$ cat src/rtl/elevator_pkg.sv
// Shared encodings, sizes and floor-search helpers for the elevator request queue.
package elevator_pkg;

    localparam int N_FLOOR        = 4;
    localparam int FLOOR_W        = 2;
    localparam int DEB_CYCLES_DEF = 2;

    typedef enum logic [1:0] {
        DIR_IDLE = 2'b00,
        DIR_UP   = 2'b01,
        DIR_DOWN = 2'b10
    } dir_t;

    function automatic logic [N_FLOOR-1:0] above_mask(input logic [FLOOR_W-1:0] cur);
        logic [N_FLOOR-1:0] m;
        for (int i = 0; i < N_FLOOR; i++) m[i] = (i > int'(cur));
        return m;
    endfunction

    function automatic logic [N_FLOOR-1:0] below_mask(input logic [FLOOR_W-1:0] cur);
        logic [N_FLOOR-1:0] m;
        for (int i = 0; i < N_FLOOR; i++) m[i] = (i < int'(cur));
        return m;
    endfunction

    // Lowest set bit index of v, or fallback when v is empty.
    function automatic logic [FLOOR_W-1:0] lowest_idx(input logic [N_FLOOR-1:0] v,
                                                      input logic [FLOOR_W-1:0] fallback);
        logic [FLOOR_W-1:0] r;
        r = fallback;
        for (int i = N_FLOOR - 1; i >= 0; i--) if (v[i]) r = FLOOR_W'(i);
        return r;
    endfunction

    function automatic logic [FLOOR_W-1:0] highest_idx(input logic [N_FLOOR-1:0] v,
                                                       input logic [FLOOR_W-1:0] fallback);
        logic [FLOOR_W-1:0] r;
        r = fallback;
        for (int i = 0; i < N_FLOOR; i++) if (v[i]) r = FLOOR_W'(i);
        return r;
    endfunction

endpackage

$ cat src/rtl/btn_debounce.sv
// Single-button debouncer: one-clock press pulse after DEB_CYCLES consecutive high clocks.
module btn_debounce
    import elevator_pkg::*;
#(
    parameter int DEB_CYCLES = DEB_CYCLES_DEF
) (
    input  logic clk,
    input  logic rst,
    input  logic btn,
    output logic press
);

    localparam logic [3:0] CNT_MAX  = 4'(DEB_CYCLES);
    localparam logic [3:0] CNT_FIRE = 4'(DEB_CYCLES - 1);

    logic [3:0] cnt;

    // NOTE: sequential state uses non-blocking assignments so every register samples pre-edge values.
    always_ff @(posedge clk) begin
        if (!rst) begin
            cnt   <= '0;
            press <= 1'b0;
        end else begin
            // The pulse fires on the edge where the count reaches CNT_MAX, so it is emitted once per hold.
            press <= btn && (cnt == CNT_FIRE);
            if (!btn)
                cnt <= '0;
            else if (cnt != CNT_MAX)
                cnt <= cnt + 4'd1;
        end
    end

endmodule

$ cat src/rtl/elevator_request_queue.sv
// Latches debounced hall/car calls, runs the travel-direction FSM and picks Target/StopHere.
// Optional macro REQ_CANCEL_EN: a repeat car-call press cancels the pending call.
module elevator_request_queue
    import elevator_pkg::*;
#(
    parameter int DEB_CYCLES = DEB_CYCLES_DEF
) (
    input  logic               clk,
    input  logic               rst,
    input  logic [2:0]         OutUp,
    input  logic [3:1]         OutDown,
    input  logic [3:0]         InNum,
    input  logic [FLOOR_W-1:0] CurFloor,
    input  logic               Moving,
    input  logic               Serve,
    output logic [2:0]         ReqUp,
    output logic [3:1]         ReqDown,
    output logic [3:0]         ReqIn,
    output logic [1:0]         Dir,
    output logic [FLOOR_W-1:0] Target,
    output logic               HasReq,
    output logic               StopHere
);

    logic [N_FLOOR-1:0] up_press, down_press, in_press;
    logic [N_FLOOR-1:0] up_q, down_q, in_q;
    logic [N_FLOOR-1:0] up_d, down_d, in_d;
    logic [N_FLOOR-1:0] clr_up, clr_down, clr_in, cancel;
    logic [N_FLOOR-1:0] pend, cur_mask;
    logic               above, below, here;
    logic               stop_d, stop_q, has_q;
    logic [FLOOR_W-1:0] target_d, target_q;
    dir_t               dir_q, next_dir;

    for (genvar i = 0; i < 3; i++) begin : g_up
        btn_debounce #(.DEB_CYCLES(DEB_CYCLES)) u_deb (
            .clk(clk), .rst(rst), .btn(OutUp[i]), .press(up_press[i]));
    end
    for (genvar i = 1; i < 4; i++) begin : g_down
        btn_debounce #(.DEB_CYCLES(DEB_CYCLES)) u_deb (
            .clk(clk), .rst(rst), .btn(OutDown[i]), .press(down_press[i]));
    end
    for (genvar i = 0; i < 4; i++) begin : g_in
        btn_debounce #(.DEB_CYCLES(DEB_CYCLES)) u_deb (
            .clk(clk), .rst(rst), .btn(InNum[i]), .press(in_press[i]));
    end
    assign up_press[3]   = 1'b0;
    assign down_press[0] = 1'b0;

    assign pend     = up_q | down_q | in_q;
    assign cur_mask = N_FLOOR'(1) << CurFloor;
    assign above    = |(pend & above_mask(CurFloor));
    assign below    = |(pend & below_mask(CurFloor));
    assign here     = |(pend & cur_mask);

    always_ff @(posedge clk) begin
        if (!rst) dir_q <= DIR_IDLE;
        else      dir_q <= next_dir;
    end

    // NOTE: assigning defaults first keeps every path covered, so no latch is inferred.
    always_comb begin
        next_dir = dir_q;
        if (!Moving) begin
            unique case (dir_q)
                DIR_IDLE: if (above) next_dir = DIR_UP;   else if (below) next_dir = DIR_DOWN;
                DIR_UP:   if (!above) next_dir = below ? DIR_DOWN : DIR_IDLE;
                DIR_DOWN: if (!below) next_dir = above ? DIR_UP : DIR_IDLE;
                default:  next_dir = DIR_IDLE;
            endcase
        end
    end

    // Serve clears the hall call for the current and the upcoming direction; clears beat presses.
    always_comb begin
        clr_up   = '0;
        clr_down = '0;
        clr_in   = '0;
        cancel   = '0;
        if (Serve && !Moving) begin
            clr_in = cur_mask;
            if (dir_q != DIR_DOWN || next_dir == DIR_UP)   clr_up   = cur_mask;
            if (dir_q != DIR_UP   || next_dir == DIR_DOWN) clr_down = cur_mask;
        end
`ifdef REQ_CANCEL_EN
        cancel = in_press & in_q & ~(Moving ? '0 : cur_mask);
`endif
        up_d   = (up_q | up_press) & ~clr_up & 4'b0111;
        down_d = (down_q | down_press) & ~clr_down & 4'b1110;
        in_d   = (in_q | in_press) & ~cancel & ~clr_in;
    end

    always_comb begin
        stop_d = in_q[CurFloor]
              || (dir_q == DIR_UP   && (up_q[CurFloor]   || (here && !above)))
              || (dir_q == DIR_DOWN && (down_q[CurFloor] || (here && !below)))
              || (dir_q == DIR_IDLE && here);
        unique case (dir_q)
            DIR_UP:   target_d = lowest_idx(pend & above_mask(CurFloor), CurFloor);
            DIR_DOWN: target_d = highest_idx(pend & below_mask(CurFloor), CurFloor);
            default:  target_d = lowest_idx(pend, CurFloor);
        endcase
    end

    always_ff @(posedge clk) begin
        if (!rst) begin
            up_q     <= '0;
            down_q   <= '0;
            in_q     <= '0;
            stop_q   <= 1'b0;
            target_q <= '0;
            has_q    <= 1'b0;
        end else begin
            up_q     <= up_d;
            down_q   <= down_d;
            in_q     <= in_d;
            stop_q   <= stop_d;
            target_q <= target_d;
            has_q    <= |pend;
        end
    end

    assign ReqUp    = up_q[2:0];
    assign ReqDown  = down_q[3:1];
    assign ReqIn    = in_q;
    assign Dir      = dir_q;
    assign Target   = target_q;
    assign HasReq   = has_q;
    assign StopHere = stop_q;

endmodule

$ cat config.mk
export PLATFORM = sky130hd
export DESIGN_NAME = elevator_request_queue
export DESIGN_NICKNAME = d
export VERILOG_FILES = /design/src/rtl/elevator_pkg.sv /design/src/rtl/btn_debounce.sv /design/src/rtl/elevator_request_queue.sv
export SDC_FILE = /design/constraint.sdc
export NUM_CORES = 1
export LEC_CHECK = 0
export CAP_MARGIN = 20
export CORE_MARGIN = 5
export CORE_UTILIZATION = 58
export CTS_CLUSTER_SIZE = 12
export DETAILED_ROUTE_END_ITERATION = 10
export GPL_TIMING_DRIVEN = 1
export PLACE_DENSITY = 0.86
export SLEW_MARGIN = 20
export SYNTH_ARGS = -nofsm -noshare
export SYNTH_HDL_FRONTEND = slang
export SYNTH_SLANG_ARGS = --single-unit
$ cat constraint.sdc
create_clock -name clk -period 2.3 [get_ports clk]
set_clock_uncertainty 0.05 [all_clocks]
set_input_delay 0.575 -clock clk [delete_from_list [all_inputs] [get_ports clk]]
set_output_delay 0.575 -clock clk [all_outputs]
set_load 0.1 [all_outputs]
==> metrics <==
Startpoint Class input pin; share of flip-flops with an asynchronous set or reset 0%; Max-cap violations 0; Total Wirelength roughly 7700 µm; HP Class flop to flop; crit share post-route roughly 100%; IO Count 32; CP required 2.52 ns; Pleak 1.66 nW; Post-Syn Area 3550 µm²; YS warnings 0; final slew viol count 0; CTS tree built; Area Growth Syn to Fin 18.8%; die width 88.3 µm; initial antenna violation count 0; Final nets 504; Worst Path Class, Setup input pin to flop; H-tree levels 3; post-synth cell types 51; vias in the first global route approximately 2900; core area between 5000 and 6000 µm²; Tot GR Track Use approximately a fifth; Buffers on Ports 31; top_reg_cell synth dfxtp_1; Setup WS post-layout 0.0103 ns; Clock Path Buffers 2; fill count between 400 and 500; worst hold slack 0.411 ns; non-filler cells, final 533; vias per inst 5.62; Most Used Layer, Global Route met2; Yosys top cell area share 37.2%; Routability Congestion between 0.9 and 1; Synth area leader dfxtp_1; worst-skew pair later-pin latency 0.34 ns; M2 GR Usage 35.3%; CP Capture Type flop; root buffer cell clkbuf_8; Post-synth EDFFs 0; vias 2993; postcts setup bufs 0; antenna viol nets, final 0; Syn Nets 453; DR pass1 iterations 5; most frequent cells in the layout dfxtp_1, nor2_1, nand2_1, ha_1, buf_4; Synth area leaders dfxtp_1, ha_1, nor2_1; outcome completed; share of cells above drive strength 1 17.7%; final core occ 70.9%; GR Overflow Total 0; final setup fails 0; sequential fraction of the synthesis area a little under two fifths; first-pass GRT wire length 12900 µm; post-DP HPWL 5510 µm; Synth Instances 403; Avg WL per Cell 14.4 µm; placed cell count 518; FMAX 437 MHz; Hold Buf Count CTS 0; maximum VDD drop approximately 0.00046 V; #FFs+latches synth 66; PD cells 647 nW/µm²; die height around 88 µm; met3 GRT Util around 4.7%; CTS Buf Count 9; met1 Usage GRT around a quarter; PostCTS Resize Cnt 0; die footprint roughly 8000 µm²; CTS clk-pin slew, worst paths 0.07 ns; Tightest Pin Transition 0.427 ns; relative slew slack 71.4%; DRC viols 0; initial core utilization 59.7%; final worst path period need 2.29 ns; Syn Area/Cell 8.82 µm²; Sink Count 66; num rows 28; crit-path max FO 6; commonest non-fill, non-tap cell in the layout dfxtp_1; Antenna diodes 0; Final Hold Viols 0; largest net degree at the start of global routing 27; worst path arrival time 2.51 ns; pre-CTS worst setup slack -0.251 ns; initial DRC count 221
-- worst max-delay path, cell delays in order --
cell	delay, ns
clkdlybuf4s50_1	0.56
nor3b_1	0.37
o211ai_1	0.22
a41oi_2	0.26
o22ai_2	0.11
o2111a_1	0.27
nor3_2	0.14
-- cell usage after synthesis (4+ instances only) --
cell type,number
nor2_1,45
inv_1,24
dfxtp_1,66
nand2b_1,20
nor2b_1,6
and2_1,4
a21oi_1,16
or2_2,9
nand2_1,34
ha_1,34
xor2_1,10
o21ai_0,15
a211oi_1,11
nand3b_1,11
xnor2_1,10
clkbuf_1,7
o21a_1,6
nor4b_1,9
nand3_1,12
-- cell families after synthesis --
kind of cell / count (synthesis) / synth area share, %
simple gates: 168 / 25.2
compound gates: 79 / 16.5
flops: 66 / 37.2
buf+inv: 34 / 3.70
fa+ha+maj: 34 / 12.0
xor+xnor: 20 / 4.93
mux: 2 / 0.563
-- stage by stage --
| stage | cell area [µm²] | power (mW) | TNS [ns] |
|---|---|---|---|
| after floorplan | 3560 | 1.71 | 0 |
| final | 4220 | 2.73 | 0 |
| after detailed placement | 4040 | 1.89 | -1.54 |
| after global routing | 4220 | 2.87 | -0.228 |
| after global placement | 4040 | 1.87 | -0.999 |
| after CTS | 4210 | 2.74 | 0 |
-- per-layer routing --
layer / part of all wire (%) / up-vias
met2: 47 / 86
li1: - / 1492
met4: 2.3 / 0
met5: 0 / -
met1: 44 / 1392
met3: 6.2 / 23
-- where the power goes --
part / total (mW) / leakage, nW / internal [mW] / switching, mW
sequential: 1.25 / 0.540 / 1.20 / 0.0595
combinational: 0.624 / 1.03 / 0.221 / 0.403
clock: 0.851 / 0.0920 / 0.439 / 0.412
-- cell type report --
type | instances | area, µm² | area share [%]
inverter | 24 | 90.1 | 2.13
multi-input combinational | 303 | 2110 | 50.1
clock buffer | 12 | 155 | 3.68
clock inverter | 3 | 15.0 | 0.356
tap | 75 | 93.8 | 2.22
timing repair buffer | 50 | 425 | 10.1
sequential | 66 | 1330 | 31.5
-- state kept, by name (all words and copies together) (netlist names) --
signal / count
g_down.u_deb.press: 3
ReqIn: 4
g_in.u_deb.cnt: 16
Target: 2
g_in.u_deb.press: 4
down_q: 3
g_up.u_deb.press: 3
StopHere: 1
g_down.u_deb.cnt: 12
up_q: 3
Dir: 2
g_up.u_deb.cnt: 12
HasReq: 1
-- final timing paths --
check / startpoint / to / slack (ns) / cells past startpoint
max: CurFloor[0] / up_q[0] / 0.01 / 7
min: g_down[1].u_deb.cnt[3] / g_down[1].u_deb.press / 0.41 / 1
max reg2reg: up_q[1] / up_q[0] / 0.29 / 6
min reg2reg: g_down[1].u_deb.cnt[3] / g_down[1].u_deb.press / 0.41 / 1
Note: power is estimated with default switching activity, not from simulation.
